**config.mk**
```make
export PLATFORM = sky130hd
export DESIGN_NAME = hm_rx
export DESIGN_NICKNAME = d
export VERILOG_FILES = /design/src/rtl/hm_rx.sv
export SDC_FILE = /design/constraint.sdc
export NUM_CORES = 1
export LEC_CHECK = 0
export ABC_CLOCK_PERIOD_IN_PS = 7400
export CAP_MARGIN = 20
export CORE_MARGIN = 4
export CORE_UTILIZATION = 42
export CTS_CLUSTER_DIAMETER = 40
export DETAILED_ROUTE_END_ITERATION = 8
export DONT_BUFFER_PORTS = 1
export PLACE_DENSITY = 0.59
export RECOVER_POWER = 100
export SYNTH_ARGS = -nofsm -noshare
export SYNTH_HDL_FRONTEND = slang
export SYNTH_SLANG_ARGS = --single-unit
```
**constraint.sdc**
```tcl
create_clock -name trn_clk -period 7.4 [get_ports trn_clk]
set_input_delay 0.37 -clock trn_clk [delete_from_list [all_inputs] [get_ports trn_clk]]
set_output_delay 0.37 -clock trn_clk [all_outputs]
set_load 0.05 [all_outputs]
```
**src/rtl/hm_rx.sv**
```systemverilog
// hm_rx: receive side of the host-memory read path. Accepts CplD TLPs for our tag/requester ID,
// realigns the 3DW-header payload into 64-bit buffer words and tracks split completions.
module hm_rx #(
    parameter logic [7:0]  TAG     = 8'h38,
    parameter int unsigned LEN_DW  = 32,
    parameter logic [15:0] TIMEOUT = 16'hffff
) (
    input  logic        trn_clk,
    input  logic        sys_rst,
    input  logic        rx_start,
    output logic        rx_end,
    output logic        rx_err,
    output logic        timeout,
    input  logic [63:0] trn_rd,
    input  logic        trn_rsof_n,
    input  logic        trn_reof_n,
    input  logic        trn_rrem_n,
    input  logic        trn_rsrc_rdy_n,
    output logic        trn_rdst_rdy_n,
    input  logic        trn_rsrc_dsc_n,
    output logic [63:0] hm_wdata,
    output logic [4:0]  hm_waddr,
    output logic        hm_we,
    input  logic [7:0]  cfg_bus_number,
    input  logic [4:0]  cfg_device_number,
    input  logic [2:0]  cfg_function_number,
    output logic [31:0] stat_trn_cpt_rx,
    output logic [31:0] stat_trn_cpt_drop,
    output logic [2:0]  stat_state
);
    localparam int unsigned CW = 7;

    typedef enum logic [2:0] {
        S_IDLE    = 3'd0,
        S_WAIT    = 3'd1,
        S_HDR2    = 3'd2,
        S_DATA    = 3'd3,
        S_DISCARD = 3'd4,
        S_DONE    = 3'd5
    } state_t;

    state_t        state_q, state_d;
    logic [CW-1:0] dw_cpt_q, dw_cpt_d, end_dw_q, end_dw_d;
    logic [31:0]   held_q, held_d;
    logic          hdr_ok_q, hdr_ok_d, disc_err_q, disc_err_d, disc_armed_q, disc_armed_d;
    logic [15:0]   timer_q, timer_d;
    logic [31:0]   cpt_rx_q, cpt_rx_d, cpt_drop_q, cpt_drop_d;
    logic          rx_end_q, rx_end_d, rx_err_q, rx_err_d, timeout_q, timeout_d;
    logic          we_q, we_d, rdst_rdy_n_q;
    logic [63:0]   wdata_q, wdata_d;
    logic [4:0]    waddr_q, waddr_d;

    logic          beat, sof, eof, dsc, is_cpld, id_ok, hdr_ok_c, armed, tmo_hit, drop_inc;
    logic [9:0]    len_c;
    logic [15:0]   req_id;
    logic [CW-1:0] dw_next;

    assign beat     = !trn_rsrc_rdy_n && !rdst_rdy_n_q;
    assign sof      = beat && !trn_rsof_n;
    assign eof      = beat && !trn_reof_n;
    assign dsc      = beat && !trn_rsrc_dsc_n;
    assign req_id   = {cfg_bus_number, cfg_device_number, cfg_function_number};
    assign len_c    = trn_rd[41:32];
    assign is_cpld  = (trn_rd[63:61] == 3'b010) && (trn_rd[60:56] == 5'b01010);
    assign id_ok    = (trn_rd[63:48] == req_id) && (trn_rd[47:40] == TAG);
    assign hdr_ok_c = (trn_rd[15:13] == 3'b000) && (len_c != 10'd0) && !len_c[0] &&
                      ({1'b0, len_c} <= (11'(LEN_DW) - 11'(dw_cpt_q)));
    assign dw_next  = dw_cpt_q + CW'(2);
    // Timer only runs while a request is outstanding; an unarmed discard must not time out.
    assign armed    = (state_q == S_WAIT) || (state_q == S_HDR2) || (state_q == S_DATA) ||
                      ((state_q == S_DISCARD) && disc_armed_q);
    assign tmo_hit  = armed && ((17'(timer_q) + 17'd1) == {1'b0, TIMEOUT});

    always_comb begin
        state_d      = state_q;
        dw_cpt_d     = dw_cpt_q;
        end_dw_d     = end_dw_q;
        held_d       = held_q;
        hdr_ok_d     = hdr_ok_q;
        disc_err_d   = disc_err_q;
        disc_armed_d = disc_armed_q;
        timer_d      = armed ? timer_q + 16'd1 : timer_q;
        cpt_rx_d     = cpt_rx_q;
        drop_inc     = 1'b0;
        rx_end_d     = 1'b0;
        rx_err_d     = 1'b0;
        timeout_d    = 1'b0;
        we_d         = 1'b0;
        wdata_d      = wdata_q;
        waddr_d      = waddr_q;

        unique case (state_q)
            S_IDLE, S_DONE: begin
                state_d = S_IDLE;
                if (state_q == S_IDLE && rx_start) begin
                    state_d  = S_WAIT;
                    timer_d  = 16'd0;
                    dw_cpt_d = '0;
                end
                if (sof) begin
                    if (eof || dsc) begin
                        drop_inc = 1'b1;
                    end else begin
                        disc_armed_d = (state_q == S_IDLE) && rx_start;
                        disc_err_d   = 1'b0;
                        state_d      = S_DISCARD;
                    end
                end
            end
            S_WAIT: begin
                if (sof) begin
                    if (is_cpld && !eof && !dsc) begin
                        state_d  = S_HDR2;
                        hdr_ok_d = hdr_ok_c;
                        end_dw_d = CW'(11'(dw_cpt_q) + 11'(len_c));
                    end else if (eof || dsc) begin
                        drop_inc = 1'b1;
                    end else begin
                        state_d      = S_DISCARD;
                        disc_err_d   = 1'b0;
                        disc_armed_d = 1'b1;
                    end
                end
            end
            S_HDR2: begin
                if (beat) begin
                    if (!id_ok) begin
                        if (eof || dsc) begin
                            drop_inc = 1'b1;
                            state_d  = S_WAIT;
                        end else begin
                            state_d      = S_DISCARD;
                            disc_err_d   = 1'b0;
                            disc_armed_d = 1'b1;
                        end
                    end else if (dsc || eof) begin
                        state_d  = S_IDLE;
                        rx_end_d = 1'b1;
                        rx_err_d = 1'b1;
                    end else if (!hdr_ok_q) begin
                        state_d      = S_DISCARD;
                        disc_err_d   = 1'b1;
                        disc_armed_d = 1'b1;
                    end else begin
                        state_d = S_DATA;
                        held_d  = trn_rd[31:0];
                    end
                end
            end
            S_DATA: begin
                if (dsc) begin
                    state_d  = S_IDLE;
                    rx_end_d = 1'b1;
                    rx_err_d = 1'b1;
                end else if (beat) begin
                    // Held DW from the previous beat pairs with the upper DW of this one.
                    we_d     = 1'b1;
                    wdata_d  = {held_q, trn_rd[63:32]};
                    waddr_d  = dw_cpt_q[5:1];
                    dw_cpt_d = dw_next;
                    held_d   = trn_rd[31:0];
                    if (eof) begin
                        if (!trn_rrem_n || dw_next != end_dw_q) begin
                            state_d  = S_IDLE;
                            rx_end_d = 1'b1;
                            rx_err_d = 1'b1;
                        end else if (dw_next == CW'(LEN_DW)) begin
                            state_d  = S_DONE;
                            rx_end_d = 1'b1;
                            cpt_rx_d = cpt_rx_q + 32'd1;
                        end else begin
                            state_d = S_WAIT;
                        end
                    end
                end
            end
            S_DISCARD: begin
                if (eof || dsc) begin
                    if (disc_err_q) begin
                        state_d  = S_IDLE;
                        rx_end_d = 1'b1;
                        rx_err_d = 1'b1;
                    end else begin
                        drop_inc = 1'b1;
                        state_d  = disc_armed_q ? S_WAIT : S_IDLE;
                    end
                end
            end
            default: state_d = S_IDLE;
        endcase

        // Timeout yields to any end already decided this cycle; a TLP in flight is drained unarmed.
        if (tmo_hit && !rx_end_d) begin
            rx_end_d  = 1'b1;
            timeout_d = 1'b1;
            we_d      = 1'b0;
            if (state_d == S_HDR2 || state_d == S_DATA || state_d == S_DISCARD) begin
                state_d      = S_DISCARD;
                disc_err_d   = 1'b0;
                disc_armed_d = 1'b0;
            end else begin
                state_d = S_IDLE;
            end
        end

        cpt_drop_d = cpt_drop_q + 32'(drop_inc);
    end

    always_ff @(posedge trn_clk or posedge sys_rst) begin
        if (sys_rst) begin
            state_q      <= S_IDLE;
            dw_cpt_q     <= '0;
            end_dw_q     <= '0;
            held_q       <= '0;
            hdr_ok_q     <= 1'b0;
            disc_err_q   <= 1'b0;
            disc_armed_q <= 1'b0;
            timer_q      <= '0;
            cpt_rx_q     <= '0;
            cpt_drop_q   <= '0;
            rx_end_q     <= 1'b0;
            rx_err_q     <= 1'b0;
            timeout_q    <= 1'b0;
            we_q         <= 1'b0;
            wdata_q      <= '0;
            waddr_q      <= '0;
            rdst_rdy_n_q <= 1'b1;
        end else begin
            state_q      <= state_d;
            dw_cpt_q     <= dw_cpt_d;
            end_dw_q     <= end_dw_d;
            held_q       <= held_d;
            hdr_ok_q     <= hdr_ok_d;
            disc_err_q   <= disc_err_d;
            disc_armed_q <= disc_armed_d;
            timer_q      <= timer_d;
            cpt_rx_q     <= cpt_rx_d;
            cpt_drop_q   <= cpt_drop_d;
            rx_end_q     <= rx_end_d;
            rx_err_q     <= rx_err_d;
            timeout_q    <= timeout_d;
            we_q         <= we_d;
            wdata_q      <= wdata_d;
            waddr_q      <= waddr_d;
            rdst_rdy_n_q <= 1'b0;
        end
    end

    assign rx_end            = rx_end_q;
    assign rx_err            = rx_err_q;
    assign timeout           = timeout_q;
    assign trn_rdst_rdy_n    = rdst_rdy_n_q;
    assign hm_wdata          = wdata_q;
    assign hm_waddr          = waddr_q;
    assign hm_we             = we_q;
    assign stat_trn_cpt_rx   = cpt_rx_q;
    assign stat_trn_cpt_drop = cpt_drop_q;
    assign stat_state        = state_q;
endmodule
```
==> impl_metrics.py <==
metrics = {
    "detailed_routing": {
        "wirelength_um": 23400,
        "vias": 6534,
        "drt-pass1-iter-count": 5,
        "viasPerCell": 5.40,
        "drt_iter0_drc": 320,
        "final_antenna_net_count": 0,
        "drcViolationCount": 0,
        "wl_per_cell_um": 19.4,
    },
    "clock_tree": {
        "cts_tree": "done",
        "cts_num_sinks": 205,
        "htree_levels": 2,
        "cts_made_buffers": 36,
        "cts.repair.resized": 0,
        "postCtsSetupRepairBufs": 0,
        "path_clk_slew_ps": 50,
        "root_buffer": "clkbuf_16",
        "cts.path.max_buffers": 3,
        "clock_latency_ps": 490,
    },
    "synthesis": {
        "synth-adder-area-share": 0.0312,
        "ys_types": 67,
        "synth_edf_count": 0,
        "async_flop_share": 1.00,
        "synth_top_family_by_area": "simple AND/OR/NAND/NOR gates",
        "seq_area_frac_synth": 0.517,
        "syn_nets": 976,
        "yosys.area_share.simple": 0.149,
        "synthFlopType": "dfrtp_1",
        "synth_seq_cells": 205,
        "synth_xor_xnor_area_share": 0.0954,
        "syn_avg_cell_area_um2": 11.5,
        "synthMuxAreaShare": 0.118,
        "yosys_warnings": 0,
        "synth_area_um2": 9930,
        "syn_inst": 864,
        "synth-compound-area-share": 0.0647,
    },
    "timing": {
        "final_hold_viol_count": 0,
        "setup_viol": 0,
        "worst_pin_slew_ps": 2260,
        "relSlewSlack": -0.509,
        "fin_crit_sh": 0.625,
        "fmax_mhz": 216,
        "fin_skew_ps": 15.0,
        "setup-tns-final_ps": 0,
        "finalMaxSlewViolations": 115,
        "period_needed_ps": 4620,
        "rsz0062_at_grt": "no",
    },
    "critical_path": {
        "regToRegStartpoint": "stat_state[1]",
        "crit_path_top_delay_cell": "clkbuf_1",
        "cp.arrival_ps": 4810,
        "worstPathBufferInverterCount": 4,
        "reg2reg_slack_ps": 3370,
        "critPathKind": "input port to async pin",
        "crit_path_cell_trace": "dlygate4sd3_1 > inv_8 > clkbuf_1 > clkbuf_1",
        "cp-start-kind": "input port",
        "cpLargestDelayFamily": "buffers and inverters",
        "cp_max_fo": 127,
        "crit_path_end_kind": "async pin",
        "cp_data_required_time_ps": 7590,
        "reg2reg_depth": 5,
        "crit_top_cell": "clkbuf_1",
        "rr_endpoint": "held_q[23]",
        "critPathMaxStageDelay_ps": 1670,
    },
    "floorplanning": {
        "ios": 229,
        "coreArea_um2": 23400,
        "dieArea_um2": 26200,
        "num_rows": 56,
        "start_util": 0.424,
        "dieHeight_um": 162,
        "die_x_um": 162,
    },
    "placed_design": {
        "io_buffers": 0,
        "gp_congestion": 0.800,
        "post-dp-hpwl_um": 16400,
    },
    "cells_and_area": {
        "fin_nets": 981,
        "area_growth_syn_to_layout_pct": 13.8,
        "fillCellCount": 2142,
        "drive_gt1_frac": 0.187,
    },
    "global_route": {
        "grt_pass1_wl_um": 37300,
        "first_global_vias": 6638,
        "grt_usage": 0.176,
        "antenna_found_initial": 4,
        "grt_max_degree": 128,
        "grt_remaining_overflow": 0,
    },
    "min_path": {
        "min_from": "trn_rd[7]",
        "hold_path_class": "input port to flip-flop",
        "whs_path_depth": 1,
        "holdPathEnd": "held_q[7]",
    },
    "power": {
        "p_per_area_nw_per_um2": 267,
        "p_total_mw": 3.02,
        "leakagePower_nw": 5.19,
        "ir_worst_vdd_mv": 0.141,
    },
    "status": {
        "status": "complete, but fails checks",
        "violations": "max-capacitance violations, max-slew violations",
    },
    "job": {
        "cap_violations": 3,
    },
}
## worst max path at each step
stage,startpoint,endpoint,cells past startpoint
4_1_cts,stat_state[1],stat_trn_cpt_drop[24],10
2_1_floorplan,sys_rst,disc_armed_q,1
3_5_place_dp,stat_state[1],stat_trn_cpt_drop[24],10
5_1_grt,sys_rst,rx_err,4
6_report,sys_rst,stat_trn_cpt_drop[7],4
3_3_place_gp,stat_state[1],stat_trn_cpt_drop[24],10
## layout by cell type (no fill, tap or decap), types with 5 or more instances in the layout
cell type and n:
dfrtp_1 204, mux2_2 102, xnor2_1 81, nand2_1 50
nor2_1 47, nand3_1 44, o21ai_0 41, clkbuf_16 37
nand4_1 35, and3_1 25, ha_1 24, xor2_1 22
a21oi_1 18, inv_1 13, clkbuf_1 12, and4_1 10
nor3_1 9, and2_1 7, nor4_1 6, o31ai_1 6
a211oi_1 6, o21a_1 6, or3_1 5, a31oi_1 5
clkinv_2 5
## timing repair
item / CTS / global route
hold buffers: 1 / 0
hold endpoints to repair: 109 / 0
endpoints found under the setup margin: 0 / 0
## cell families (layout without fill, tap and decap cells)
kind of cell	count (synthesis)	count (layout)
adders and majority gates	25	25
AOI/OAI and AO/OA	102	102
and+or+nand+nor	269	269
muxes	104	104
DFF	205	205
buffers and inverters	53	80
xor gates and xnor gates	105	105
other	1	2
## power by group
part | total [mW] | leakage [nW] | internal, mW | switching, mW
Sequential | 1.24 | 2.84 | 1.15 | 0.0883
Combinational | 0.181 | 1.79 | 0.0648 | 0.116
Clock | 1.60 | 0.565 | 1.07 | 0.530
## layout make-up
| cell class | count | area [um^2] | area share |
|---|---|---|---|
| multi-input combinational | 606 | 4520 | 0.400 |
| tap | 319 | 399 | 0.0353 |
| antenna | 1 | 2.50 | 0.000221 |
| inverter | 14 | 60.1 | 0.00531 |
| timing repair buffer | 6 | 32.5 | 0.00288 |
| clock buffer | 47 | 983 | 0.0870 |
| sequential | 205 | 5130 | 0.454 |
| clock inverter | 13 | 178 | 0.0157 |
## state kept, by name (all words and copies together) (netlist names), 3 cells and up
register           count
stat_trn_cpt_drop     32
held_q                32
stat_trn_cpt_rx       32
dw_cpt_q               6
end_dw_q               7
hm_wdata              64
timer_q               16
stat_state             3
hm_waddr               5
## metrics by stage
| step | worst slack (ps) | std cells | instance area [um^2] | hold slack [ps] | util |
|---|---|---|---|---|---|
| floorplan | 1440 | 864 | 9930 | 450 | - |
| global placement | 3920 | 1147 | 10200 | 478 | 0.435 |
| detailed placement | 3790 | 1148 | 10200 | 482 | 0.436 |
| CTS | 3800 | 1209 | 11400 | 8.08 | 0.486 |
| global route | 1710 | 1211 | 11300 | 8.32 | 0.483 |
| finish | 2780 | 1211 | 11300 | 27.8 | 0.483 |
## synthesized netlist by cell type (all sizes together), types with 3 or more instances
cell | number | area (um^2)
o21ai | 41 | 205
a31oi | 5 | 31.3
nor4 | 6 | 43.8
a211oi | 7 | 57.6
clkbuf | 14 | 55.1
o31ai | 6 | 45.0
xnor2 | 81 | 709
nor3 | 10 | 55.1
nand2 | 50 | 190
nand4 | 35 | 219
nand2b | 4 | 25.0
o41ai | 3 | 26.3
mux2 | 103 | 1160
dfrtp | 204 | 5100
nor4bb | 3 | 30.0
nor2 | 49 | 191
nor3b | 3 | 38.8
inv | 14 | 52.6
a21oi | 18 | 90.1
ha | 24 | 300
or3 | 6 | 42.5
and4 | 10 | 87.6
xor2 | 22 | 193
o21a | 6 | 45.0
buf | 25 | 140
and2 | 7 | 43.8
nand3 | 45 | 230
nor2b | 4 | 25.0
and3 | 25 | 156
## routing by layer
metal | part of all wire | GRT usage
met5 | 0.0017 | 0
met4 | 0.025 | 0.0561
met3 | 0.12 | 0.0891
met2 | 0.44 | 0.268
met1 | 0.41 | 0.220
(Power assumes the default switching activity.)
